### src/rtl/instruction_fetch_unit_pkg.sv
// Shared opcodes, widths and state/select encodings for the instruction fetch unit.
package instruction_fetch_unit_pkg;

    localparam int INSTR_WIDTH  = 8;
    localparam int OFFSET_WIDTH = 4;

    localparam logic [3:0] OP_HALT = 4'b0001;
    localparam logic [3:0] OP_BR0  = 4'b1010;
    localparam logic [3:0] OP_BR1  = 4'b1011;

    typedef enum logic [1:0] {
        ST_FETCH  = 2'd0,
        ST_LATCH  = 2'd1,
        ST_ISSUE  = 2'd2,
        ST_HALTED = 2'd3
    } fetch_state_t;

    typedef enum logic [1:0] {
        PC_HOLD   = 2'd0,
        PC_INC    = 2'd1,
        PC_BRANCH = 2'd2
    } pc_sel_t;

    function automatic logic is_halt(input logic [INSTR_WIDTH-1:0] instr);
        return instr[INSTR_WIDTH-1:INSTR_WIDTH-4] == OP_HALT;
    endfunction

endpackage

### src/rtl/instruction_fetch_unit_pc_next_logic.sv
// Next-PC selection: hold, increment, or add the sign-extended branch offset (modulo 2^PC_WIDTH).
module pc_next_logic
    import instruction_fetch_unit_pkg::*;
#(
    parameter int PC_WIDTH = 8
) (
    input  logic [PC_WIDTH-1:0]     pc,
    input  logic [1:0]              sel,
    input  logic [OFFSET_WIDTH-1:0] branch_offset,
    output logic [PC_WIDTH-1:0]     next_pc
);

    logic signed [OFFSET_WIDTH-1:0] offset_s;
    logic signed [PC_WIDTH-1:0]     offset_ext;

    assign offset_s   = branch_offset;
    assign offset_ext = PC_WIDTH'(offset_s);

    // Unsigned addition of the sign-extended offset wraps naturally at the address-space edge.
    always_comb begin
        next_pc = pc;
        case (sel)
            PC_INC:    next_pc = pc + PC_WIDTH'(1);
            PC_BRANCH: next_pc = pc + $unsigned(offset_ext);
            default:   next_pc = pc;
        endcase
    end

endmodule

### src/rtl/instruction_fetch_unit.sv
// Instruction fetch unit: FETCH/LATCH/ISSUE/HALTED sequencer that issues one byte per instruction.
module instruction_fetch_unit
    import instruction_fetch_unit_pkg::*;
#(
    parameter int                  PC_WIDTH = 8,
    parameter logic [PC_WIDTH-1:0] RESET_PC = '0
) (
    input  logic                    clk,
    input  logic                    reset,
    output logic [PC_WIDTH-1:0]     mem_addr,
    output logic                    mem_rd_en,
    input  logic [INSTR_WIDTH-1:0]  mem_rdata,
    output logic [INSTR_WIDTH-1:0]  Instruction,
    output logic                    instr_valid,
    input  logic                    stall,
    input  logic                    branch_taken,
    input  logic [OFFSET_WIDTH-1:0] branch_offset,
    input  logic                    resume,
    output logic [PC_WIDTH-1:0]     pc,
    output logic                    halted
);

    fetch_state_t        state;
    logic                primed;
    logic [1:0]          pc_sel;
    logic [PC_WIDTH-1:0] pc_next;

    assign mem_addr = pc;

    always_comb begin
        pc_sel = PC_HOLD;
        if (state == ST_ISSUE && !stall) begin
            if (is_halt(Instruction))
                pc_sel = PC_INC;
            else if (branch_taken)
                pc_sel = PC_BRANCH;
            else
                pc_sel = PC_INC;
        end
    end

    pc_next_logic #(
        .PC_WIDTH(PC_WIDTH)
    ) u_pc_next (
        .pc            (pc),
        .sel           (pc_sel),
        .branch_offset (branch_offset),
        .next_pc       (pc_next)
    );

    // Outputs are registered; primed spends the first post-reset edge raising the read strobe
    // so the first full cycle after reset release is a real FETCH cycle.
    always_ff @(posedge clk or posedge reset) begin
        if (reset) begin
            state       <= ST_FETCH;
            primed      <= 1'b0;
            pc          <= RESET_PC;
            Instruction <= '0;
            instr_valid <= 1'b0;
            mem_rd_en   <= 1'b0;
            halted      <= 1'b0;
        end else begin
            case (state)
                ST_FETCH: begin
                    if (!primed) begin
                        primed    <= 1'b1;
                        mem_rd_en <= 1'b1;
                    end else begin
                        mem_rd_en <= 1'b0;
                        state     <= ST_LATCH;
                    end
                end
                ST_LATCH: begin
                    Instruction <= mem_rdata;
                    instr_valid <= 1'b1;
                    state       <= ST_ISSUE;
                end
                ST_ISSUE: begin
                    if (!stall) begin
                        instr_valid <= 1'b0;
                        pc          <= pc_next;
                        if (is_halt(Instruction)) begin
                            halted <= 1'b1;
                            state  <= ST_HALTED;
                        end else begin
                            mem_rd_en <= 1'b1;
                            state     <= ST_FETCH;
                        end
                    end
                end
                ST_HALTED: begin
                    if (resume) begin
                        halted    <= 1'b0;
                        mem_rd_en <= 1'b1;
                        state     <= ST_FETCH;
                    end
                end
                default: state <= ST_FETCH;
            endcase
        end
    end

endmodule

### config.mk
export PLATFORM = sky130hd
export DESIGN_NAME = instruction_fetch_unit
export DESIGN_NICKNAME = d
export VERILOG_FILES = /design/src/rtl/instruction_fetch_unit_pkg.sv /design/src/rtl/instruction_fetch_unit_pc_next_logic.sv /design/src/rtl/instruction_fetch_unit.sv
export SDC_FILE = /design/constraint.sdc
export NUM_CORES = 1
export LEC_CHECK = 0
export CAP_MARGIN = 20
export CORE_AREA = 2 2 60 62
export CTS_BUF_LIST = sky130_fd_sc_hd__clkbuf_2 sky130_fd_sc_hd__clkbuf_4 sky130_fd_sc_hd__clkbuf_8
export CTS_CLUSTER_SIZE = 25
export DETAILED_ROUTE_END_ITERATION = 8
export DIE_AREA = 0 0 62 64
export HOLD_SLACK_MARGIN = 0.12
export PLACE_DENSITY = 0.74
export SYNTH_ARGS = -nofsm -noshare
export SYNTH_HDL_FRONTEND = slang
export SYNTH_HIERARCHICAL = 1
export SYNTH_SLANG_ARGS = --single-unit
### constraint.sdc
create_clock -name clk -period 3.1 [get_ports clk]
set_clock_uncertainty 0.05 [all_clocks]
set_input_delay 0.62 -clock clk [delete_from_list [all_inputs] [get_ports clk]]
set_output_delay 0.62 -clock clk [all_outputs]
set_load 0.01 [all_outputs]
==> impl_summary.txt <==
----------------------------------------------------
[Clock tree]
  Clock tree from TritonCTS ... done
  Sink count of the clock tree ... 22
  CTS Root Cell ... clkbuf_4
  CTS hold repair buffers ... 0
  Clock Pin Slew Worst Setup and Hold Paths ... 0.13 ns
  Htree depth ... 1
  Max Buffers Root-to-Sink ... 2
  TritonCTS Buffers ... 3
  Source-to-sink clock delay at the later pin of the worst-skew pair ... 0.32 ns

[Yosys]
  Leading post-synthesis cells by cell area ... dfrtp_1 40%, mux2_4 8.7%, mux2_2 6.6%
  Area fraction of the dominant cell type after synthesis ... 40.1%
  Post-synthesis area per instance ... 10.9 um^2
  Post-synthesis cell type with the largest combined area ... dfrtp_1
  Count of synthesis-stage warnings from yosys ... 6
  Cell area after technology mapping ... 1370 um^2
  Seq cells post-synth ... 22
  Share of async-settable or async-resettable flops after synthesis ... 100%
  Ys flop type ... dfrtp_1
  Most common cell in the netlist ... dfrtp_1
  Number of enable flip-flop cells after synthesis ... 0
  Cell types with the highest counts after synthesis ... 22 x dfrtp_1, 12 x nand2_1, 8 x buf_4, 8 x mux2_2, 8 x mux2_4
  Gate count of the mapped netlist ... 126
  Nets in the synthesized netlist ... 148
  Unique masters post-synth ... 37
  Sequential cell area fraction in the yosys report ... 40.1%

[Timing]
  Worst Setup Slack, final ... 0.0964 ns
  Minimum clock period after layout ... 3.00 ns
  RSZ-0062 raised after global routing ... true
  Count of pins over their slew limit ... 0
  Worst Tran Pin Value ... 0.836 ns
  Number of setup violations in the final report ... 0
  Worst slew margin ... 44.2%
  Maximum clock frequency ... 333 MHz
  Final-report hold violation count ... 0
  Final-layout worst hold slack ... 0.454 ns
  Fin Setup TNS ... 0 ns
  Final clock period utilization by the worst path ... 96.9%

[Finish]
  Nets ... 197
  Share of cells above drive strength 1 ... 27.6%
  Number of fillers in the final layout ... 279
  Number of standard cells in the final layout excluding fillers ... 220
  Layout Utilization ... 58.6%
  Final Instance Area ... 1920 um^2
  # diodes ... 0
  Synth-to-layout area growth ... 40.1%

[Status]
  Outcome ... complete, no violations

[GRT]
  All-layer global routing usage ... 15.0%
  Global-route wire length before repair ... 4540 um
  Maximum number of pins on one net before global-route repair ... 23
  Antenna violations before repair ... 0
  Final global-route overflow total ... 0
  Number of global-route vias before repair ... 1040

[Power and ir drop]
  Comb pwr share ... 55.4%
  Internal Pwr Total ... 1.01 mW
  Sequential Power Share ... 33.9%
  Clk network pwr share ... 10.8%
  Switching share of power ... 35.3%
  IR Drop Worst-Case VDD ... 462 uV
  Reported net switching power ... 549 uW
  Power density over cell area ... 808 nW/um^2
  Total power ... 1.55 mW
  Static Leakage ... 0.818 nW

[Die]
  Floorplan die area ... 3970 um^2
  Core Footprint ... 3280 um^2
  Number of top-level pins ... 44
  Die span in y ... 64 um
  Die extent in x ... 62 um
  Number of rows in the core area ... 21
  Initial standard-cell utilization of the core ... 41.8%

[Placed design]
  Quantity of I/O buffers inserted on ports ... 43
  Placer congestion estimate ... 0.757
  Placed inst area ... 1850 um^2
  Placed cells ... 215
  Half-perimeter wire length of the detailed placement result ... 2160 um
  Minimum setup slack after placement ... -0.294 ns

[Critical path]
  Worst Path Class, Setup ... reg -> reg
  Endpoint required time on the critical path ... 3.27 ns
  Startpoint type of the worst setup path ... flop
  Setup crit end kind ... flop
  Worst Path Arrival ... 3.17 ns
  Largest fanout on the critical path ... 3

[Run]
  Max-cap violations ... 0

[Routing]
  Antenna-violating nets left ... 0
  Sum of routed wire length over all layers ... 2860 um
  Via Count ... 1072
  Total DRC errors in the routed layout ... 0
  Number of vias per cell after detailed routing ... 4.87
  Post-detailed-route wirelength per cell ... 13.0 um
  Number of DRC violations after detailed-routing iteration 0 ... 25
  DRT Pass-1 Iters ... 4

[Min path]
  Min-Delay Path Class ... reg -> reg

----------------------------------------------------
-- placed cells by master, fill, tap and decap left out, drive strengths merged, types with 2 or more instances in the layout --
cell type       n
nor3b           2
nand2          12
o211ai          2
xor2            2
ha              4
nand2b          2
nor3            4
inv             6
mux2i           4
clkdlybuf4s50  42
buf            13
nand3           2
o21ai           4
xnor2           4
mux2           17
a21oi           3
clkbuf          4
nor2            7
or2             3
nor4b           2
and2            2
dfrtp          22
-- path summary, 6_finish.rpt --
path	start	to	slack (ns)	cells after the start
worst min register to register	halted$_DFFE_PP0P_	halted$_DFFE_PP0P_	0.45	2
worst max register to register	Instruction[6]$_DFFE_PP0P_	mem_addr[4]$_DFFE_PP0P_	0.1	10
min in group asynchronous	reset	mem_addr[2]$_DFFE_PP0P_	0.70	2
max in group asynchronous	reset	mem_addr[4]$_DFFE_PP0P_	1.79	2
worst max-delay path	Instruction[6]$_DFFE_PP0P_	mem_addr[4]$_DFFE_PP0P_	0.1	10
worst min-delay path	halted$_DFFE_PP0P_	halted$_DFFE_PP0P_	0.45	2
-- cells by family (layout without fill, tap and decap cells) --
group                    Yosys count  in the layout  share of synthesized area, %
AND/OR/NAND/NOR                   41             41                          17.0
flip-flops                        22             22                          40.1
multiplexers                      21             21                          19.0
buffers and inverters             18             66                          8.83
AO/OA/AOI/OAI                     13             13                          6.10
XOR/XNOR                           6              6                          3.83
adder cells (fa/ha/maj)            5              5                          5.10
-- critical path, stage by stage (launching register included) --
cell and delay (ns):
dfrtp_1 0.41, or4b_4 0.54, and3_1 0.19, ha_2 0.18, and2_1 0.16, ha_1 0.28, nor2b_4 0.13, or4_1 0.48
a21oi_2 0.16, xor2_1 0.07, mux2_4 0.25
-- state kept, by name, summed over array words and instances, names as in the netlist --
name / flops
primed: 1
mem_rd_en: 1
Instruction: 8
mem_addr: 8
instr_valid: 1
state: 2
halted: 1
-- power by group through the flow --
stage | logic [mW] | registers, mW | clock network (mW)
finish | 0.861 | 0.527 | 0.167
global route | 0.936 | 0.548 | 0.181
CTS | 0.845 | 0.526 | 0.171
detailed placement | 0.841 | 0.531 | 0
global placement | 0.820 | 0.521 | 0
floorplan | 0.487 | 0.540 | 0
-- cell type report --
class	instances	area (um^2)	area share, %
multi-input cells	86	723	37.6
repair buffers	56	534	27.8
inverters	6	22.5	1.17
clock buffers	4	36.3	1.89
flip-flops and latches	22	551	28.6
well taps	46	57.6	2.99
-- repair_timing --
action	in CTS	in global routing
setup buffers	0	1
endpoints found under the setup margin	0	3
resized for setup	0	10
-- per-layer routing --
layer	track usage [%]	vias to the layer above	part of all wire, %
met4	4.79	0	1.0
met2	24.7	38	50
met3	4.86	3	7.6
li1	-	522	-
met1	18.1	509	42
met5	0	-	0
Power figures use the tool's default switching activity.
